--- src/rtl/mux_sel_pipe.sv ---
// N-way WIDTH-bit select mux with a registered valid/ready output stage.
// A two-entry skid buffer (main + skid) keeps full throughput while in_ready stays registered.
module mux_sel_pipe #(
    parameter int WIDTH  = 5,
    parameter int NUM_IN = 2,
    localparam int SEL_W = $clog2(NUM_IN)
) (
    input  logic                    clk,
    input  logic                    rst,
    input  logic                    in_valid,
    output logic                    in_ready,
    input  logic [NUM_IN*WIDTH-1:0] in_data,
    input  logic [SEL_W-1:0]        in_sel,
    output logic                    out_valid,
    input  logic                    out_ready,
    output logic [WIDTH-1:0]        out_data,
    output logic [SEL_W-1:0]        out_sel,
    output logic                    err_sel,
    input  logic                    clr_err
);

    localparam logic [1:0] EMPTY = 2'd0;
    localparam logic [1:0] ONE   = 2'd1;
    localparam logic [1:0] FULL  = 2'd2;

    // Out-of-range selects match no input and therefore yield all-zero.
    function automatic logic [WIDTH-1:0] sel_word(input logic [NUM_IN*WIDTH-1:0] d,
                                                  input logic [SEL_W-1:0]        s);
        logic [WIDTH-1:0] w;
        w = '0;
        for (int k = 0; k < NUM_IN; k++) begin
            if ({1'b0, s} == (SEL_W+1)'(k))
                w = d[k*WIDTH +: WIDTH];
        end
        return w;
    endfunction

    function automatic logic sel_in_range(input logic [SEL_W-1:0] s);
        return ({1'b0, s} < (SEL_W+1)'(NUM_IN));
    endfunction

    logic [1:0]       state_p1;
    logic [1:0]       state_nxt;
    logic             rdy_p1;
    logic [WIDTH-1:0] main_data_p1;
    logic [SEL_W-1:0] main_sel_p1;
    logic [WIDTH-1:0] skid_data_p1;
    logic [SEL_W-1:0] skid_sel_p1;
    logic             err_p1;

    logic             push;
    logic             pop;
    logic             ld_main_in;
    logic             ld_main_skid;
    logic             ld_skid;
    logic [WIDTH-1:0] word_p0;

    assign in_ready  = rdy_p1;
    assign out_valid = (state_p1 != EMPTY);
    assign out_data  = main_data_p1;
    assign out_sel   = main_sel_p1;
    assign err_sel   = err_p1;

    assign push    = in_valid & rdy_p1;
    assign pop     = out_valid & out_ready;
    assign word_p0 = sel_word(in_data, in_sel);

    always_comb begin
        state_nxt    = state_p1;
        ld_main_in   = 1'b0;
        ld_main_skid = 1'b0;
        ld_skid      = 1'b0;
        case (state_p1)
            EMPTY: begin
                if (push) begin
                    state_nxt  = ONE;
                    ld_main_in = 1'b1;
                end
            end
            ONE: begin
                if (push && pop) begin
                    ld_main_in = 1'b1;
                end else if (push) begin
                    state_nxt = FULL;
                    ld_skid   = 1'b1;
                end else if (pop) begin
                    state_nxt = EMPTY;
                end
            end
            FULL: begin
                if (pop) begin
                    state_nxt    = ONE;
                    ld_main_skid = 1'b1;
                end
            end
            default: state_nxt = EMPTY;
        endcase
    end

    // Stage p1: buffer state, ready flag and payload registers.
    always_ff @(posedge clk or posedge rst) begin
        if (rst) begin
            state_p1     <= EMPTY;
            rdy_p1       <= 1'b0;
            main_data_p1 <= '0;
            main_sel_p1  <= '0;
            skid_data_p1 <= '0;
            skid_sel_p1  <= '0;
            err_p1       <= 1'b0;
        end else begin
            state_p1 <= state_nxt;
            rdy_p1   <= (state_nxt != FULL);
            if (ld_main_in) begin
                main_data_p1 <= word_p0;
                main_sel_p1  <= in_sel;
            end else if (ld_main_skid) begin
                main_data_p1 <= skid_data_p1;
                main_sel_p1  <= skid_sel_p1;
            end
            if (ld_skid) begin
                skid_data_p1 <= word_p0;
                skid_sel_p1  <= in_sel;
            end
            // A fresh out-of-range push beats a simultaneous clear.
            if (push && !sel_in_range(in_sel))
                err_p1 <= 1'b1;
            else if (clr_err)
                err_p1 <= 1'b0;
        end
    end

endmodule

--- config.mk ---
export PLATFORM = sky130hd
export DESIGN_NAME = mux_sel_pipe
export DESIGN_NICKNAME = d
export VERILOG_FILES = /design/src/rtl/mux_sel_pipe.sv
export SDC_FILE = /design/constraint.sdc
export NUM_CORES = 1
export LEC_CHECK = 0
export CORE_MARGIN = 8
export CORE_UTILIZATION = 45
export CTS_CLUSTER_SIZE = 30
export DETAILED_ROUTE_END_ITERATION = 16
export PLACE_DENSITY = 0.78
export SLEW_MARGIN = 20
export SYNTH_ARGS = -nofsm -noshare
export SYNTH_HDL_FRONTEND = slang
export SYNTH_SLANG_ARGS = --single-unit
export TNS_END_PERCENT = 5
--- constraint.sdc ---
create_clock -name clk -period 2.9 [get_ports clk]
set_input_delay 0.58 -clock clk [delete_from_list [all_inputs] [get_ports clk]]
set_output_delay 0.58 -clock clk [all_outputs]
set_load 0.01 [all_outputs]
==> reports/qor.csv <==
stage,metric,value,unit
timing,worst_pin_slew,0.545,ns
layout,layout_common_cells,"clkdlybuf4s50_1 (22), mux2_2 (17), dfrtp_1 (15)",
placement,io_buffers,22,
global_route,antenna_found_initial,0,
cts,cts_buffers,3,
timing,period_minus_slack,2.12,ns
power,peakVddDrop,0.000490,V
logic_synthesis,syn_nets,72,
detailed_routing,wl,1570,µm
cts,root_buffer,clkbuf_4,
min_path,hold_end,skid_data_p1[3],
power,p_per_area,855,nW/µm²
status,outcome,completed,
floorplanning,dieArea,3350,µm²
setup_path,crit_family,flip-flops,
setup_path,crit_buf_inv,1,
job,max-cap-violations,0,
setup_path,crit_chain,or2_2 > clkdlybuf4s50_1,
detailed_routing,vias,500,
global_route,grt_usage,10.9,%
cts,cts_tree,yes,
cts,post_cts_buffers,0,
logic_synthesis,synth_top_family_by_area,multiplexers,
global_route,gr-total-overflow,0,
floorplanning,core-area,1690,µm²
timing,period_share,73.2,%
layout,layout.nets,96,
cts,cts_sinks,15,
cts,cts.clk_slew.worst_paths,0.08,ns
detailed_routing,wl_per_cell,16.4,µm
logic_synthesis,synth_area,791,µm²
floorplanning,dieWidth,57.9,µm
logic_synthesis,synth_warnings,0,
timing,tns,0,ns
floorplanning,die_y,57.9,µm
detailed_routing,drt-vias-per-instance,5.21,
detailed_routing,dr.pass1.iters,3,
detailed_routing,route.detailed.drc,0,
min_path,whs_path_depth,1,
timing,finalMaxSlewViolations,0,
logic_synthesis,synthMuxAreaShare,38.1,%
setup_path,worst_path_largest_cell_delay,0.48,ns
timing,rsz0062_at_grt,no,
layout,seq_area,375,µm²
setup_path,required,2.32,ns
floorplanning,io_pins,25,
timing,max_freq,471,MHz
layout,diodes,0,
timing,fin_skew,0.00728,ns
detailed_routing,drtIter0Drc,3,
logic_synthesis,synth-simple-area-share,9.18,%
setup_path,cp.arrival,1.54,ns
global_route,grt_max_degree,16,
layout,multi_input_area,389,µm²
layout,area_delta_synth_final,31.2,%
logic_synthesis,synth-compound-area-share,1.42,%
logic_synthesis,ys_ff_latch,15,
setup_path,critical_path_class,reg -> out,
min_path,min_path_type,reg -> reg,
logic_synthesis,yosysTopAreaCellShare,47.5,%
logic_synthesis,synth_area_leaders,"dfrtp_1 (47%), mux2_2 (24%), mux2_4 (11%)",
cts,cts.repair.resized,0,
logic_synthesis,synth_fa_ha_area_share,0,%
timing,hold_viol,0,
cts,clk-insertion-delay-late,0.28,ns
layout,instances_no_fill,96,
logic_synthesis,synth.distinct_cells,19,
min_path,hp-start,skid_data_p1[3],
power,p_leak,0.450,nW
layout,drive_gt1_share,40.5,%
detailed_routing,ant_nets,0,
layout,utilization,61.4,%
setup_path,critPathMaxFanout,7,
logic_synthesis,synthCells,56,
setup_path,r2r_slack,1.40,ns
logic_synthesis,yosys.area_share.xor_xnor,0,%
logic_synthesis,yosysSeqAreaShare,47.5,%
placement,dpl.hpwl,1210,µm
layout,final_common_cell,clkdlybuf4s50_1,
setup_path,reg2reg_depth,3,
timing,setup_violations,0,
setup_path,end_kind,primary output,
floorplanning,num_rows,15,
global_route,grt_pass1_wl,2750,µm
power,total_power,0.000887,W
cts,clk_path_buf_depth,2,
logic_synthesis,avgSynthCellArea,14.1,µm²
timing,slew_headroom,63.6,%
global_route,grt_pass1_vias,594,
setup_path,crit-reg2reg-launch,state_p1[0],
placement,placedCellCount,92,
setup_path,worst_r2r_endpoint,out_data[0],
cts,cts.hold.buffers_added,0,
logic_synthesis,yosysTopAreaCell,dfrtp_1,
floorplanning,initial_core_util,46.8,%
setup_path,critPathSlowestCell,dfrtp_1,
placement,gp_congestion,0.695,
layout,fillers,136,
setup_path,critPathLaunchType,flip-flop,
cts,cts_max_level,1,
[routing by layer]
layer | vias up | part of all wire [%] | GRT usage [%]
li1 | 241 | - | -
met1 | 241 | 41 | 10.8
met2 | 16 | 49 | 18.5
met3 | 2 | 8.4 | 6.18
met4 | 0 | 1.1 | 4.20
met5 | - | 0 | 0
[state kept, by name (all words and copies together) (netlist names)]
| name | count |
|---|---|
| skid_data_p1 | 5 |
| state_p1 | 2 |
| out_sel | 1 |
| out_data | 5 |
| in_ready | 1 |
| skid_sel_p1 | 1 |
[synthesized netlist by cell type (all sizes together)]
cell type,count
nand3b,1
or2,2
o22ai,1
dfrtp,15
nand2,1
and3b,1
inv,1
nor2,1
conb,1
and2,1
nor3,1
and2b,1
buf,3
a21oi,1
mux2,23
mux2i,2
[worst max path at each step]
stage | startpoint | to | depth (start not counted)
detailed placement | out_ready | out_data[0] | 4
global route | state_p1[1] | out_valid | 2
CTS | state_p1[1] | out_valid | 2
finish | state_p1[1] | out_valid | 2
floorplan | in_sel | out_data[0] | 3
global placement | out_ready | out_data[4] | 4
[power breakdown]
group / total (W) / internal, W / switching [W]
sequential: 0.000364 / 0.000306 / 0.0000583
clock: 0.000118 / 0.0000512 / 0.0000670
combinational: 0.000404 / 0.000274 / 0.000130
total: 0.000887 / 0.000631 / 0.000256
[worst register-to-register path, stage by stage (launching register included)]
cell and delay, ns:
dfrtp_1 0.43, and2b_1 0.22, nor3_4 0.35, mux2_2 0.39
[logic make-up after synthesis]
logic type,after synthesis
mux,25
compound gates,2
simple gates,9
buf+inv,4
other cells,1
flops,15
[through the flow]
step	hold slack (ns)	cell area (µm²)	worst slack (ns)
after detailed placement	0.494	1010	0.632
after global placement	0.495	1010	0.653
after global routing	0.532	1040	0.713
after floorplan	0.478	791	1.36
after CTS	0.519	1040	0.760
final	0.516	1040	0.778
[layout make-up]
type | count | share of cell area (%)
Clock buffer | 3 | 2.17
Clock inverter | 1 | 0.483
Inverter | 1 | 0.362
Multi-Input combinational cell | 37 | 37.5
Sequential cell | 15 | 36.2
Tap cell | 17 | 2.05
Timing Repair Buffer | 22 | 21.2
(Power assumes the default switching activity.)
